`config.mk`:
```
export PLATFORM = sky130hd
export DESIGN_NAME = car_sensor_filter
export DESIGN_NICKNAME = d
export VERILOG_FILES = /design/src/rtl/car_sensor_filter_pkg.sv /design/src/rtl/sync_2ff.sv /design/src/rtl/car_sensor_filter.sv
export SDC_FILE = /design/constraint.sdc
export NUM_CORES = 1
export LEC_CHECK = 0
export BUFFER_PORTS_ARGS = -buffer_cell sky130_fd_sc_hd__buf_2
export CORE_AREA = 2 2 39 41
export CTS_BUF_LIST = sky130_fd_sc_hd__clkbuf_4 sky130_fd_sc_hd__clkbuf_8 sky130_fd_sc_hd__clkbuf_16
export DETAILED_ROUTE_END_ITERATION = 10
export DIE_AREA = 0 0 41 43
export GPL_TIMING_DRIVEN = 0
export MAX_ROUTING_LAYER = met4
export PLACE_DENSITY = 0.69
export SETUP_SLACK_MARGIN = 0.5
export SYNTH_ARGS = -nofsm -noshare
export SYNTH_HDL_FRONTEND = slang
export SYNTH_HIERARCHICAL = 1
export SYNTH_SLANG_ARGS = --single-unit
```
`constraint.sdc`:
```
create_clock -name clk -period 1.75 [get_ports clk]
set_input_delay 0.175 -clock clk [delete_from_list [all_inputs] [get_ports clk]]
set_output_delay 0.175 -clock clk [all_outputs]
set_load 0.05 [all_outputs]
```
`src/rtl/car_sensor_filter_pkg.sv`:
```
// Shared definitions for the Stoplight sensor path:
// light encodings and the sensor qualifier FSM states.
`timescale 1ns/1ps
package car_sensor_filter_pkg;

  localparam logic [2:0] GRN = 3'b100;
  localparam logic [2:0] YLW = 3'b010;
  localparam logic [2:0] RED = 3'b001;

  typedef enum logic [1:0] {
    IDLE      = 2'd0,
    ARMING    = 2'd1,
    PRESENT   = 2'd2,
    RELEASING = 2'd3
  } sense_state_t;

endpackage

```
`src/rtl/sync_2ff.sv`:
```
// Two-flop synchronizer for a single asynchronous bit,
// with synchronous active-high reset.
`timescale 1ns/1ps
module sync_2ff (
  input  logic clk,
  input  logic rst,
  input  logic d,
  output logic q
);

  logic meta;

  always_ff @(posedge clk) begin
    if (rst) begin
      meta <= 1'b0;
      q    <= 1'b0;
    end else begin
      meta <= d;
      q    <= meta;
    end
  end

endmodule

```
`src/rtl/car_sensor_filter.sv`:
```
// Loop-detector qualifier: sync, debounce, hold-off, stuck fault.
// Optional arrival counter enabled by defining CAR_COUNT_EN.
`timescale 1ns/1ps
module car_sensor_filter
  import car_sensor_filter_pkg::*;
#(
  parameter int DEBOUNCE_CYC = 3,
  parameter int HOLD_CYC     = 2,
  parameter int STUCK_CYC    = 20
`ifdef CAR_COUNT_EN
  , parameter int CNT_W      = 8
`endif
) (
  input  logic clk,
  input  logic rst,
  input  logic sensor_raw,
  output logic car_present,
  output logic car_arrive,
  output logic sensor_fault
`ifdef CAR_COUNT_EN
  , output logic [CNT_W-1:0] car_count
`endif
);

  localparam int MAXC = (DEBOUNCE_CYC > HOLD_CYC) ?
                        DEBOUNCE_CYC : HOLD_CYC;
  localparam int CW = $clog2(MAXC + 1);
  localparam int SW = $clog2(STUCK_CYC + 1);
  localparam logic [CW-1:0] DEB_LAST  = CW'(DEBOUNCE_CYC - 1);
  localparam logic [CW-1:0] HOLD_LAST = CW'(HOLD_CYC - 1);
  localparam logic [SW-1:0] STUCK_MAX = SW'(STUCK_CYC);

  logic         s;
  sense_state_t state, state_nx;
  logic [CW-1:0] cnt, cnt_nx;
  logic [SW-1:0] stuck_cnt, stuck_nx;
  logic         arrive_nx;
  logic         fault_nx;
  logic         present_nx;

  sync_2ff u_sync (
    .clk (clk),
    .rst (rst),
    .d   (sensor_raw),
    .q   (s)
  );

  always_comb begin
    state_nx  = state;
    cnt_nx    = cnt;
    arrive_nx = 1'b0;
    unique case (state)
      IDLE: begin
        if (s) begin
          state_nx = ARMING;
          cnt_nx   = CW'(1);
        end
      end
      ARMING: begin
        if (!s) begin
          state_nx = IDLE;
          cnt_nx   = '0;
        end else if (cnt == DEB_LAST) begin
          state_nx  = PRESENT;
          cnt_nx    = '0;
          arrive_nx = 1'b1;
        end else begin
          cnt_nx = cnt + CW'(1);
        end
      end
      PRESENT: begin
        // The first low sample already counts toward the hold-off.
        if (!s) begin
          if (HOLD_CYC > 1) begin
            state_nx = RELEASING;
            cnt_nx   = CW'(1);
          end else begin
            state_nx = IDLE;
            cnt_nx   = '0;
          end
        end
      end
      RELEASING: begin
        if (s) begin
          state_nx = PRESENT;
          cnt_nx   = '0;
        end else if (cnt == HOLD_LAST) begin
          state_nx = IDLE;
          cnt_nx   = '0;
        end else begin
          cnt_nx = cnt + CW'(1);
        end
      end
      default: begin
        state_nx = IDLE;
        cnt_nx   = '0;
      end
    endcase
  end

  always_comb begin
    if (!s)
      stuck_nx = '0;
    else if (stuck_cnt == STUCK_MAX)
      stuck_nx = stuck_cnt;
    else
      stuck_nx = stuck_cnt + SW'(1);
    fault_nx   = sensor_fault | (stuck_nx == STUCK_MAX);
    present_nx = (state_nx == PRESENT) |
                 (state_nx == RELEASING) | fault_nx;
  end

  always_ff @(posedge clk) begin
    if (rst) begin
      state        <= IDLE;
      cnt          <= '0;
      stuck_cnt    <= '0;
      car_present  <= 1'b0;
      car_arrive   <= 1'b0;
      sensor_fault <= 1'b0;
    end else begin
      state        <= state_nx;
      cnt          <= cnt_nx;
      stuck_cnt    <= stuck_nx;
      car_present  <= present_nx;
      car_arrive   <= arrive_nx;
      sensor_fault <= fault_nx;
    end
  end

`ifdef CAR_COUNT_EN
  always_ff @(posedge clk) begin
    if (rst)
      car_count <= '0;
    else if (arrive_nx)
      car_count <= car_count + CNT_W'(1);
  end
`endif

endmodule

```
==> impl_metrics.ini <==
[status]
status = completed

[logic_synthesis]
syn-num-nets = 76
synth_ff_type = dfxtp_1
syn_avg_cell_area_um2 = 9.023
syn_area_um2 = 640.6
ys_async_sr_fraction_pct = 0
synth_edf_count = 0
synth_top_area_cell = dfxtp_1
synthMostInstantiatedCell = dfxtp_1
ys_seq_area_share_pct = 43.75
netlist_instances = 71
synth_common_cells = dfxtp_1, nor2_1, nor2b_1, inv_1, nand2_1
synth_top_area_share_pct = 43.75
ys_ff_latch = 14
yosysUniqueCellTypes = 31
synthTopCellsByArea = dfxtp_1, nor2b_1, nor2_1, ha_1, nand2b_1
ys_warn_count = 6

[placed_design]
dp.cells = 92
dp_hpwl_um = 853.9
port_buffers = 5
gp_congestion = 0.7776
place_ws_ns = 0.1218

[global_route]
grt_max_degree = 10
grt_antenna_before_repair = 0
grt_pass1_wl_um = 2049
grt_pass1_vias = 515
grt_usage_pct = 18.05
grt_overflow = 0

[cts]
ctsHoldBuffers = 0
htreeDepth = 1
cts_buffer_depth = 2
clk_pin_slew_ns = 0.08
clockRootBuffer = clkbuf_4
clk_latency_ns = 0.28
cts_sinks = 14
cts_tree = yes
cts_buffers = 3

[critical_path]
r2r_end = car_present
end_kind = flop
critPathArrivalTime_ns = 1.69
worstSetupStartpointType = flop
rr_startpoint = stuck_cnt[1]
r2r_cells = 6
crit_fanout = 4
required_ns = 1.92
regToRegSetupSlack_ns = 0.22
critPathKind = reg2reg

[min_path]
min_path_type = in2reg
holdPathStages = 2
holdCritStartpoint = sensor_raw
min_to = u_sync/meta

[floorplanning]
fp.dieH_um = 43
dieWidth_um = 41
die-area_um2 = 1763
ios = 6
start_util_pct = 46.29
core-area_um2 = 1384
fp-row-count = 14

[power_and_ir_drop]
peakVddDrop_mv = 0.5344
p_per_area_nw_per_um2 = 724.2
p_total_uw = 582.7
leakagePower_uw = 0.0003134

[routing]
vias = 527
drt_iter0_drc = 3
drt_first_pass_iters = 4
drcViolationCount = 0
wirelength_um = 1254
avgRoutedWirePerCell_um = 12.54
viasPerCell = 5.270
postRouteAntennaNets = 0

[timing]
setup_slack_ns = 0.2244
period_needed_ns = 1.526
drv_slew = 0
fin_crit_sh_pct = 87.18
setup_viol = 0
slew_headroom_pct = 79.03
skew_ns = 0.004445
finalHoldViolCount = 0
tns_ns = 0
tightest_slew_ns = 0.3146
rsz0062_at_grt = yes
fmax_mhz = 655.5

[layout]
diodes = 0
instances_no_fill = 100
nNetsFinal = 90
syn_to_final_growth_pct = 25.59
postLayoutCoreUtil_pct = 58.14
drive_gt1_share_pct = 29.76

[job]
maxCapViolCount = 0
==> layout by cell type, fill, tap and decap left out, types with 2 or more instances in the layout <==
cell and n:
nand3_1 3, buf_2 5, dfxtp_1 11, buf_4 4, o21ai_0 3, nor2_1 7
clkbuf_4 3, nand2b_1 3, a21oi_1 3, nor2b_1 6, nand2_1 4, dfxtp_2 2
inv_1 3
==> how the worst max path moves through the flow <==
stage                        end    startpoint  slack (ns)
floorplan            car_present  stuck_cnt[0]        0.26
detailed placement  sensor_fault  stuck_cnt[1]        0.12
global placement     car_present  stuck_cnt[0]        0.14
CTS                  car_present  stuck_cnt[1]        0.22
finish               car_present  stuck_cnt[1]        0.22
global route         car_present  stuck_cnt[0]        0.13
==> cell families (layout without fill, tap and decap cells) <==
family / count (synthesis) / count (layout) / synth area share (%)
flops: 14 / 14 / 43.75
compound gates: 15 / 15 / 16.60
buf+inv: 4 / 17 / 2.343
simple gates: 33 / 33 / 29.10
fa+ha+maj: 2 / 2 / 3.906
xor+xnor: 2 / 2 / 2.735
mux: 1 / 1 / 1.563
==> report_power, final <==
part / total, uW / switching [uW] / internal [uW]
Sequential: 328 / 5.67 / 322
Clock: 229 / 102 / 127
Combinational: 26.2 / 12.3 / 13.8
==> registers in the layout (all words and copies together), names as in the netlist <==
| signal | cells |
|---|---|
| car_arrive | 1 |
| car_present | 1 |
| cnt | 2 |
| sensor_fault | 1 |
| state | 2 |
| stuck_cnt | 5 |
| u_sync/meta | 1 |
| u_sync/q | 1 |
==> critical path, cell delays in order (launching register included) <==
cell	delay [ns]
dfxtp_2	0.32
buf_4	0.14
ha_1	0.20
or2_4	0.24
o21ai_4	0.08
a2111oi_4	0.07
or3_1	0.36
==> metrics by stage <==
stage	hold slack, ns	area, um2
2_1_floorplan	0.2466	655.6
3_3_place_gp	0.3820	700.7
3_5_place_dp	0.3932	700.7
4_1_cts	0.09231	798.3
5_1_grt	0.1035	804.5
6_report	0.1025	804.5
==> per-layer routing <==
| metal | GRT usage (%) | up-vias | routed length, um |
|---|---|---|---|
| li1 | - | 274 | - |
| met4 | 12.00 | 0 | 29 |
| met5 | - | - | 0 |
| met2 | 29.38 | 8 | 666 |
| met3 | 3.141 | 3 | 25 |
| met1 | 18.48 | 242 | 532 |
==> layout make-up <==
| type | instances | area, um2 |
|---|---|---|
| timing repair buffer | 9 | 55.05 |
| tap | 16 | 20.02 |
| clock buffer | 4 | 36.28 |
| inverter | 4 | 17.52 |
| fill | 142 | 579.3 |
| sequential | 14 | 286.5 |
| multi-input combinational | 53 | 389.1 |
==> timing repair <==
item	in CTS	in global routing
resized for setup	6	2
pin swaps	5	0
buffers inserted	4	0
endpoints found under the setup margin	2	3
Power figures use the tool's default switching activity.
